--- src/rtl/matrix_loader_if.sv ---
// Request/response bundle between the matrix-vector multiplier (master) and the
// matrix loader (slave): chunk request, base address, packed chunk and ready.
interface matrix_loader_if #(
    parameter int ADDR_W     = 12,
    parameter int DATA_WIDTH = 16,
    parameter int BANDWIDTH  = 16
);
    logic                            matrix_enable;
    logic [ADDR_W-1:0]               matrix_addr;
    logic [DATA_WIDTH*BANDWIDTH-1:0] matrix_data;
    logic                            matrix_ready;

    modport master (
        output matrix_enable,
        output matrix_addr,
        input  matrix_data,
        input  matrix_ready
    );

    modport slave (
        input  matrix_enable,
        input  matrix_addr,
        output matrix_data,
        output matrix_ready
    );
endinterface

--- src/rtl/matrix_loader.sv ---
// Matrix chunk loader: gathers BANDWIDTH consecutive SRAM words into one packed chunk.
// Optional build macro MATRIX_LOADER_PERF_EN adds perf_loads/perf_busy counters.
//
// state | meaning
// IDLE  | waiting for matrix_enable; latches base address on accept
// FETCH | issuing one SRAM read (or zero-fill lane) per cycle
// DRAIN | all lanes issued, waiting for in-flight reads to land
// READY | chunk valid, held until matrix_enable drops
module matrix_loader #(
    parameter int  MAX_ROWS     = 64,
    parameter int  MAX_COLS     = 64,
    parameter int  BANDWIDTH    = 16,
    parameter int  DATA_WIDTH   = 16,
    parameter int  READ_LATENCY = 1,
    localparam int DEPTH        = MAX_ROWS * MAX_COLS,
    localparam int ADDR_W       = $clog2(DEPTH)
) (
    input  logic                  clk,
    input  logic                  rst_n,
    matrix_loader_if.slave        mif,
    output logic                  sram_en,
    output logic [ADDR_W-1:0]     sram_addr,
    input  logic [DATA_WIDTH-1:0] sram_rdata
`ifdef MATRIX_LOADER_PERF_EN
    ,
    output logic [31:0]           perf_loads,
    output logic [31:0]           perf_busy
`endif
);
    localparam int               CNT_W     = $clog2(BANDWIDTH + 1);
    localparam int               LANE_W    = (BANDWIDTH > 1) ? $clog2(BANDWIDTH) : 1;
    localparam logic [ADDR_W:0]  DEPTH_EXT = (ADDR_W + 1)'(DEPTH);
    localparam logic [CNT_W-1:0] BW_CNT    = CNT_W'(BANDWIDTH);

    typedef enum logic [1:0] {IDLE, FETCH, DRAIN, READY} state_t;

    state_t                    state_q, state_d;
    logic [ADDR_W-1:0]         base_q, base_d;
    logic [CNT_W-1:0]          issue_cnt_q, issue_cnt_d;
    logic [CNT_W-1:0]          recv_cnt_q, recv_cnt_d;
    logic                      ready_q, ready_d;
    logic                      sram_en_q, sram_en_d;
    logic [ADDR_W-1:0]         sram_addr_q, sram_addr_d;
    logic                      iss_vld_q, iss_vld_d;
    logic                      iss_zf_q, iss_zf_d;
    logic [READ_LATENCY-1:0]   tag_vld_q, tag_vld_d;
    logic [READ_LATENCY-1:0]   tag_zf_q, tag_zf_d;
    logic [DATA_WIDTH-1:0]     lane_q [BANDWIDTH];
    logic [DATA_WIDTH-1:0]     lane_d [BANDWIDTH];
`ifdef MATRIX_LOADER_PERF_EN
    logic [31:0]               perf_loads_q, perf_loads_d;
    logic [31:0]               perf_busy_q, perf_busy_d;
`endif

    logic                      issue_go;
    logic [ADDR_W-1:0]         issue_base;
    logic [CNT_W-1:0]          issue_idx;
    logic [ADDR_W:0]           issue_a;

    always_comb begin
        state_d     = state_q;
        base_d      = base_q;
        issue_cnt_d = issue_cnt_q;
        recv_cnt_d  = recv_cnt_q;
        ready_d     = ready_q;
        sram_en_d   = 1'b0;
        sram_addr_d = sram_addr_q;
        iss_vld_d   = 1'b0;
        iss_zf_d    = 1'b0;
        lane_d      = lane_q;
        issue_go    = 1'b0;
        issue_base  = base_q;
        issue_idx   = issue_cnt_q;
        issue_a     = '0;

        // Tags travel alongside the SRAM pipeline so each returning word knows its fate.
        tag_vld_d[0] = iss_vld_q;
        tag_zf_d[0]  = iss_zf_q;
        for (int i = 1; i < READ_LATENCY; i++) begin
            tag_vld_d[i] = tag_vld_q[i-1];
            tag_zf_d[i]  = tag_zf_q[i-1];
        end

        if (tag_vld_q[READ_LATENCY-1] && (state_q == FETCH || state_q == DRAIN)) begin
            lane_d[recv_cnt_q[LANE_W-1:0]] = tag_zf_q[READ_LATENCY-1] ? '0 : sram_rdata;
            recv_cnt_d = recv_cnt_q + 1'b1;
        end

        unique case (state_q)
            IDLE: begin
                if (mif.matrix_enable) begin
                    base_d      = mif.matrix_addr;
                    issue_base  = mif.matrix_addr;
                    issue_idx   = '0;
                    issue_go    = 1'b1;
                    issue_cnt_d = CNT_W'(1);
                    recv_cnt_d  = '0;
                    state_d     = FETCH;
                end
            end
            FETCH: begin
                if (issue_cnt_q < BW_CNT) begin
                    issue_go    = 1'b1;
                    issue_cnt_d = issue_cnt_q + 1'b1;
                end else begin
                    state_d = DRAIN;
                end
            end
            DRAIN: begin
                // Completion is judged on the post-receive count so ready lands with the last word.
                if (recv_cnt_d == BW_CNT) begin
                    if (mif.matrix_enable) begin
                        ready_d = 1'b1;
                        state_d = READY;
                    end else begin
                        state_d = IDLE;
                    end
                end
            end
            READY: begin
                if (!mif.matrix_enable) begin
                    ready_d = 1'b0;
                    state_d = IDLE;
                end
            end
            default: state_d = IDLE;
        endcase

        // One extra address bit lets a chunk run past DEPTH without wrapping to 0.
        if (issue_go) begin
            issue_a   = {1'b0, issue_base} + (ADDR_W + 1)'(issue_idx);
            iss_vld_d = 1'b1;
            if (issue_a < DEPTH_EXT) begin
                sram_en_d   = 1'b1;
                sram_addr_d = issue_a[ADDR_W-1:0];
            end else begin
                iss_zf_d = 1'b1;
            end
        end
    end

`ifdef MATRIX_LOADER_PERF_EN
    always_comb begin
        perf_loads_d = perf_loads_q;
        perf_busy_d  = perf_busy_q;
        if (state_q == DRAIN && state_d == READY) perf_loads_d = perf_loads_q + 32'd1;
        if (state_q == FETCH || state_q == DRAIN) perf_busy_d = perf_busy_q + 32'd1;
    end
`endif

    always_ff @(posedge clk or negedge rst_n) begin
        if (!rst_n) begin
            state_q      <= IDLE;
            base_q       <= '0;
            issue_cnt_q  <= '0;
            recv_cnt_q   <= '0;
            ready_q      <= 1'b0;
            sram_en_q    <= 1'b0;
            sram_addr_q  <= '0;
            iss_vld_q    <= 1'b0;
            iss_zf_q     <= 1'b0;
            tag_vld_q    <= '0;
            tag_zf_q     <= '0;
            lane_q       <= '{default: '0};
`ifdef MATRIX_LOADER_PERF_EN
            perf_loads_q <= '0;
            perf_busy_q  <= '0;
`endif
        end else begin
            state_q      <= state_d;
            base_q       <= base_d;
            issue_cnt_q  <= issue_cnt_d;
            recv_cnt_q   <= recv_cnt_d;
            ready_q      <= ready_d;
            sram_en_q    <= sram_en_d;
            sram_addr_q  <= sram_addr_d;
            iss_vld_q    <= iss_vld_d;
            iss_zf_q     <= iss_zf_d;
            tag_vld_q    <= tag_vld_d;
            tag_zf_q     <= tag_zf_d;
            lane_q       <= lane_d;
`ifdef MATRIX_LOADER_PERF_EN
            perf_loads_q <= perf_loads_d;
            perf_busy_q  <= perf_busy_d;
`endif
        end
    end

    always_comb begin
        mif.matrix_data = '0;
        for (int k = 0; k < BANDWIDTH; k++) begin
            mif.matrix_data[k*DATA_WIDTH +: DATA_WIDTH] = lane_q[k];
        end
    end

    assign mif.matrix_ready = ready_q;
    assign sram_en          = sram_en_q;
    assign sram_addr        = sram_addr_q;
`ifdef MATRIX_LOADER_PERF_EN
    assign perf_loads       = perf_loads_q;
    assign perf_busy        = perf_busy_q;
`endif

endmodule

--- src/flat_wrapper.sv ---
// flat-port wrapper written by rule: the top's interface ports become plain ports
module matrix_loader_flat 
#(
    parameter int  MAX_ROWS     = 64,
    parameter int  MAX_COLS     = 64,
    parameter int  BANDWIDTH    = 16,
    parameter int  DATA_WIDTH   = 16,
    parameter int  READ_LATENCY = 1,
    localparam int DEPTH        = MAX_ROWS * MAX_COLS,
    localparam int ADDR_W       = $clog2(DEPTH)
)
  (clk, rst_n, sram_en, sram_addr, sram_rdata, mif_matrix_enable, mif_matrix_addr, mif_matrix_data, mif_matrix_ready);
  matrix_loader_if #(.ADDR_W((12)), .DATA_WIDTH(DATA_WIDTH), .BANDWIDTH(BANDWIDTH)) mif_i ();
  input  logic clk;
  input  logic rst_n;
  output logic sram_en;
  output logic [ADDR_W-1:0] sram_addr;
  input  logic [DATA_WIDTH-1:0] sram_rdata;
  input wire logic [$bits(mif_i.matrix_enable)-1:0] mif_matrix_enable;
  input wire logic [$bits(mif_i.matrix_addr)-1:0] mif_matrix_addr;
  output wire logic [$bits(mif_i.matrix_data)-1:0] mif_matrix_data;
  output wire logic [$bits(mif_i.matrix_ready)-1:0] mif_matrix_ready;
  assign mif_i.matrix_enable = mif_matrix_enable;
  assign mif_i.matrix_addr = mif_matrix_addr;
  assign mif_matrix_data = mif_i.matrix_data;
  assign mif_matrix_ready = mif_i.matrix_ready;
  matrix_loader #(.MAX_ROWS(MAX_ROWS), .MAX_COLS(MAX_COLS), .BANDWIDTH(BANDWIDTH), .DATA_WIDTH(DATA_WIDTH), .READ_LATENCY(READ_LATENCY)) u_core (.clk(clk), .rst_n(rst_n), .mif(mif_i), .sram_en(sram_en), .sram_addr(sram_addr), .sram_rdata(sram_rdata));
endmodule
--- config.mk ---
export PLATFORM = sky130hd
export DESIGN_NAME = matrix_loader_flat
export DESIGN_NICKNAME = d
export VERILOG_FILES = /design/src/rtl/matrix_loader_if.sv /design/src/rtl/matrix_loader.sv /design/src/flat_wrapper.sv
export SDC_FILE = /design/constraint.sdc
export NUM_CORES = 1
export LEC_CHECK = 0
export BUFFER_PORTS_ARGS = -buffer_cell sky130_fd_sc_hd__buf_4
export CAP_MARGIN = 40
export CORE_ASPECT_RATIO = 1.2
export CORE_MARGIN = 2
export CORE_UTILIZATION = 55
export DETAILED_ROUTE_END_ITERATION = 8
export GPL_ROUTABILITY_DRIVEN = 0
export PLACE_DENSITY_LB_ADDON = 0.05
export SKIP_LAST_GASP = 1
export SLEW_MARGIN = 20
export SYNTH_ARGS = -nofsm -noshare
export SYNTH_HDL_FRONTEND = slang
export SYNTH_SLANG_ARGS = --single-unit
export TNS_END_PERCENT = 30
--- constraint.sdc ---
create_clock -name clk -period 4.6 [get_ports clk]
set_input_delay 0.46 -clock clk [delete_from_list [all_inputs] [get_ports clk]]
set_output_delay 0.46 -clock clk [all_outputs]
set_load 0.05 [all_outputs]
; ---- Yosys cells after proc, flatten, opt, wreduce, memory -nomap -nowiden
; Cells that the tools add are included.
[word_totals]
regBits = 298
latch_bits = 0
mem_bits_rw = 0
romBits = 0
input_bits = 31
out_inout_bits = 270
wordCells = 87
mem_count = 0
[op_classes]
addsub = 3
n_mul = 0
div = 0
magnitude_cmp = 4
n_eq_ne = 10
shift = 0
muxes = 32
bitwise = 1
n_reduce_logical = 10
[ops]
columns = op, count
row1 = 256-bit bitwise mux, 1
row2 = 16-bit demux with 4-bit select, 1
row3 = 5-bit two-way mux, 7
row4 = 16-bit two-way mux, 2
row5 = 12-bit two-way mux, 2
row6 = 12-bit by 5-bit adder with 13-bit output, 1
row7 = 13-bit less-than comparator (second input constant), 1
row8 = 2-bit != test (second input constant), 6
row9 = 5-bit by 1-bit adder with 5-bit output (second input constant), 2
row10 = 1-bit two-way mux, 10
row11 = 2-bit two-way mux, 5
row12 = 5-bit case mux with 2 select lines, 1
row13 = 2-bit case mux with 4 select lines, 1
row14 = 4-bit AND reduction, 2
row15 = 5-bit equality test (second input constant), 1
row16 = 5-bit >= comparator (second input constant), 1
row17 = 5-bit by 1-bit less-than comparator with 1-bit output (second input constant), 1
row18 = 5-bit less-than comparator (second input constant), 1
row19 = 4-bit inverter with 5-bit output, 1
row20 = 2-bit equality test (second input constant), 2
row21 = 1-bit case mux with 2 select lines, 2
row22 = 2-bit nonzero test, 2
row23 = 3-bit AND reduction, 1
row24 = 2-bit by 1-bit equality test with 1-bit output (second input constant), 1
row25 = other kinds (4), 5

; ---- Depth between registers and ports, before layout
[depth]
ltp_word = 7
depth_mapped = 14
depth_no_buf = 12

; ---- Worst setup path after synthesis
; Ideal clock, no wire load.
[synth_path]
kind = reg2reg
from = reg u_core.state_q[0]
to = reg u_core.sram_addr_q[1], in the netlist u_core.sram_addr[1]
setup_time_ps = 125
arrival_ps = 3023
required_time_ps = 4475
slack_ps = 1452
stages_incl_launch_ff = 15
path_buffers = 4
synth_period_minus_slack_ps = 3148
path_cell_list = dfrtp_1 inv_1 ha_1 buf_6 and2_4 buf_8 clkbuf_1 nand2_1 nand2_1 fa_1 a211o_1 a21oi_2 o31ai_4 buf_6 mux2_4
[synth_via]
elab_chain_len = 5
word_cells_on_any_way = 8
classes_between = add/sub: 1 / order compare: 1 / eq/ne: 1 / mux: 3 / reduce/logical: 2
[synth_lines]
columns = element, line
row1 = start: declaration, matrix_loader.sv:37  ; state_t state_q, state_d;
row2 = start signal: assignment, matrix_loader.sv:170  ; state_q <= state_d;
row3 = 2-bit logical NOT, matrix_loader.sv:89  ; unique case (state_q)
row4 = 12-bit two-way mux or 5-bit two-way mux (tied branches), matrix_loader.sv:89
row5 = 12-bit by 5-bit adder with 13-bit output, matrix_loader.sv:131  ; issue_a = {1'b0, issue_base} + (ADDR_W + 1)'(issue_idx);
row6 = 13-bit less-than comparator, matrix_loader.sv:133  ; if (issue_a < DEPTH_EXT) begin
row7 = 2-bit AND reduction (no source line), --
row8 = end signal: assignment, matrix_loader.sv:176  ; sram_addr_q <= sram_addr_d;
row9 = end: declaration, matrix_loader.sv:43  ; logic [ADDR_W-1:0] sram_addr_q, sram_addr_d;
; Parallel ways exist; a longest one is shown, timed or not.
; A chain may end at the register's enable or synchronous reset.

; ---- Worst setup path after layout
[layout_path]
from = reg u_core.state_q[0]
to = reg u_core.sram_addr_q[3], in the netlist u_core.sram_addr[3]
; Same word-level chain as after synthesis.

==> flow_summary.yaml <==
cells_and_area:
  seq_area_sq_um: 7460
  antenna_cells: 0
  stdcell_count: 1676
  final_layout_size_suffix_gt1_share_pct: 27.9
  layout.nets: 1438
  final.fill_count: 1516
  area_delta_synth_final_pct: 31.6
  multi_input_area_sq_um: 3680
timing:
  rsz0062_at_grt: "no"
  post-route-period-util_pct: 76.1
  skew_ns: 0.0111
  drv_slew: 0
  fin_tns_setup_ns: 0
  fmax_mhz: 286
  finalHoldViolations: 1
  max_slew_margin_pct: 35.9
  min_period_ns: 3.50
  tightest_slew_ns: 0.962
  holdWs_ns: -0.00654
  setup_viol_count_final: 0
clock_tree:
  cts_hold_buf: 0
  cts_buffers: 29
  clkTransAtPathRegs_ns: 0.06
  cts.sinks: 298
  insertion_delay_ns: 0.54
  postCtsSetupRepairBufs: 0
  cts_max_level: 1
  ctsResizeCount: 0
  cts-root-buf: "clkbuf_16"
  cts_tree: "built"
  clockBufferDepth: 3
floorplan:
  start_util_pct: 56.4
  die_area_sq_um: 22100
  io_pins: 301
  core_sq_um: 20400
  die_w_um: 136
  fp-row-count: 57
  die_h_um: 162
power_and_ir_drop:
  p_int_w: 0.00680
  p_seq_share_pct: 32.0
  ir_drop_v: 0.000637
  switchingPower_w: 0.00601
  combinationalPowerShare_pct: 48.9
  switching_share_pct: 46.9
  clkPwrFrac_pct: 19.0
  pwr_density_cell_nw_per_um2: 846
  leakage_nw: 7.58
place:
  dpl.hpwl_mm: 22.6
  port_buffers: 300
  dp.cells: 1622
grt:
  grt_pass1_vias: 8719
  grt_start_max_net_pins: 125
  globalRouteOverflowTotal: 0
  grt_usage_pct: 29.6
  antenna_found_initial: 0
  grt_pass1_wl_mm: 50.1
worst_setup_path:
  critPathRequiredTime_ns: 5.02
  worstPathArrival_ns: 3.92
  cp-start-kind: "flip-flop"
  endpoint_kind: "flip-flop"
  critPathMaxFanout: 13
  critPathKind: "flip-flop to flip-flop"
drt:
  wl_per_cell_um: 19.3
  ant_nets: 0
  first_pass_iters: 4
  drt_iter0_drc: 500
  vias: 8955
  drcViolationCount: 0
  routed_wl_mm: 32.4
  via_per_inst: 5.34
yosys:
  syn_area_sq_um: 11500
  synth_top_area_share_pct: 64.8
  synth_nets: 1154
  synthTopCellsByArea: "dfrtp_1 (65%), o21ai_0 (12%), nand2_1 (9.6%), clkbuf_1 (2.3%), ha_1 (1.6%)"
  yosysTopAreaCell: "dfrtp_1"
  yosysUniqueCellTypes: 51
  ys_warn_count: 0
  synthCells: 1107
  syn_avg_cell_area_sq_um: 10.4
  ys_ff_latch: 298
  ys_seq_area_share_pct: 64.8
min_path:
  min_path_type: "input port to asynchronous set/reset pin"
run_status:
  outcome: "finished, violations left"
  failed_checks: "hold timing"
flow_run:
  drv_cap: 0
cells in the mapped netlist, drive strengths merged:
master and instances:
mux2i 10, o211ai 3, o21ai 270, mux2 8
a22o 3, o31a 1, clkbuf 72, nand2b 18
nor3 4, o22a 1, nand2 295, a21oi 9
fa 1, buf 6, dfrtp 298, o2111ai 1
o2bb2ai 1, or4 1, and3 1, and2 8
o21a 1, a211oi 2, nand3b 2, xor2 3
a211o 1, ha 15, nor2b 6, a31oi 1
nand4b 1, a21o 2, nand3 13, a41oi 1
nor3b 3, nand4 9, xnor2 8, o31ai 1
inv 13, nor2 13, nor4 1
stage by stage:
step | instance area [sq um] | util [%] | total power (W) | setup WS [ns]
floorplan | 11500 | - | 0.00839 | 1.45
global placement | 13800 | 67.8 | 0.0102 | 1.26
detailed placement | 14100 | 69.2 | 0.0104 | 1.14
CTS | 15100 | 74.0 | 0.0129 | 1.13
global route | 15100 | 74.2 | 0.0134 | 0.832
finish | 15100 | 74.2 | 0.0128 | 1.10
worst max-delay path: stages (launching register included):
cell and delay (ns):
dfrtp_1 0.42, inv_1 0.14, ha_1 0.33, nand2_1 0.29, nand2_1 0.15, nand2_1 0.09
ha_1 0.25, fa_1 0.43, a211o_1 0.31, a21oi_2 0.38, o31ai_4 0.25, mux2_4 0.35
kinds of logic (layout without fill, tap and decap cells):
kind of cell,count (synthesis),after routing,share of synthesized area [%]
fa+ha+maj,16,16,1.80
xor+xnor,11,11,0.837
compound gates,298,298,13.7
buf+inv,91,395,3.22
flops,298,298,64.8
mux,18,18,1.96
simple gates,375,375,13.7
routing by layer:
layer / global-route usage (%) / routed length (um)
met5: 0 / 0
met3: 6.63 / 2510
met4: 10.3 / 1070
met2: 48.1 / 15600
met1: 39.6 / 13200
power by group through the flow:
stage | Combinational, W | Sequential (W) | Clock (W)
3_3_place_gp | 0.00613 | 0.00410 | 0
3_5_place_dp | 0.00628 | 0.00413 | 0
6_report | 0.00627 | 0.00410 | 0.00244
5_1_grt | 0.00664 | 0.00421 | 0.00258
2_1_floorplan | 0.00144 | 0.00695 | 0
4_1_cts | 0.00630 | 0.00410 | 0.00247
cell type report:
type	count	area share [%]
clock inverters	12	1.08
clock buffers	39	5.37
inverters	13	0.322
well taps	265	2.19
multi-input cells	718	24.3
repair buffers	331	17.5
flip-flops and latches	298	49.3
worst paths after layout:
kind	start	endpoint	slack, ns	depth (start not counted)
min in group clk	mif_matrix_addr[4]	u_core.base_q[4]	0.16	3
worst min register to register	u_core.iss_vld_q	u_core.tag_vld_q	0.36	0
max in group asynchronous	rst_n	u_core.sram_addr[2]	3.47	2
worst min-delay path	rst_n	u_core.mif.matrix_data[1]	-0.007	1
worst max-delay path	u_core.state_q[0]	u_core.sram_addr[3]	1.10	11
worst max register to register	u_core.state_q[0]	u_core.sram_addr[3]	1.10	11
placed cells by master (no fill, tap or decap), types with 8 or more instances in the layout:
cell type and count:
ha_1 15, a21oi_1 8, nand2_1 295, buf_8 11
dfrtp_1 298, xnor2_1 8, buf_6 17, mux2i_1 9
inv_1 12, nand3_1 12, nand2b_1 18, nand4_1 9
buf_4 302, o21ai_0 267, clkbuf_16 29, nor2_1 13
state kept, by name (all words and copies together) (netlist names):
signal and count:
u_core.base_q 12, u_core.iss_vld_q 1, u_core.iss_zf_q 1, u_core.issue_cnt_q 5, u_core.mif.matrix_data 256, u_core.mif.matrix_ready 1, u_core.recv_cnt_q 5, u_core.sram_addr 12
u_core.sram_en 1, u_core.state_q 2, u_core.tag_vld_q 1, u_core.tag_zf_q 1
(Power assumes the default switching activity.)
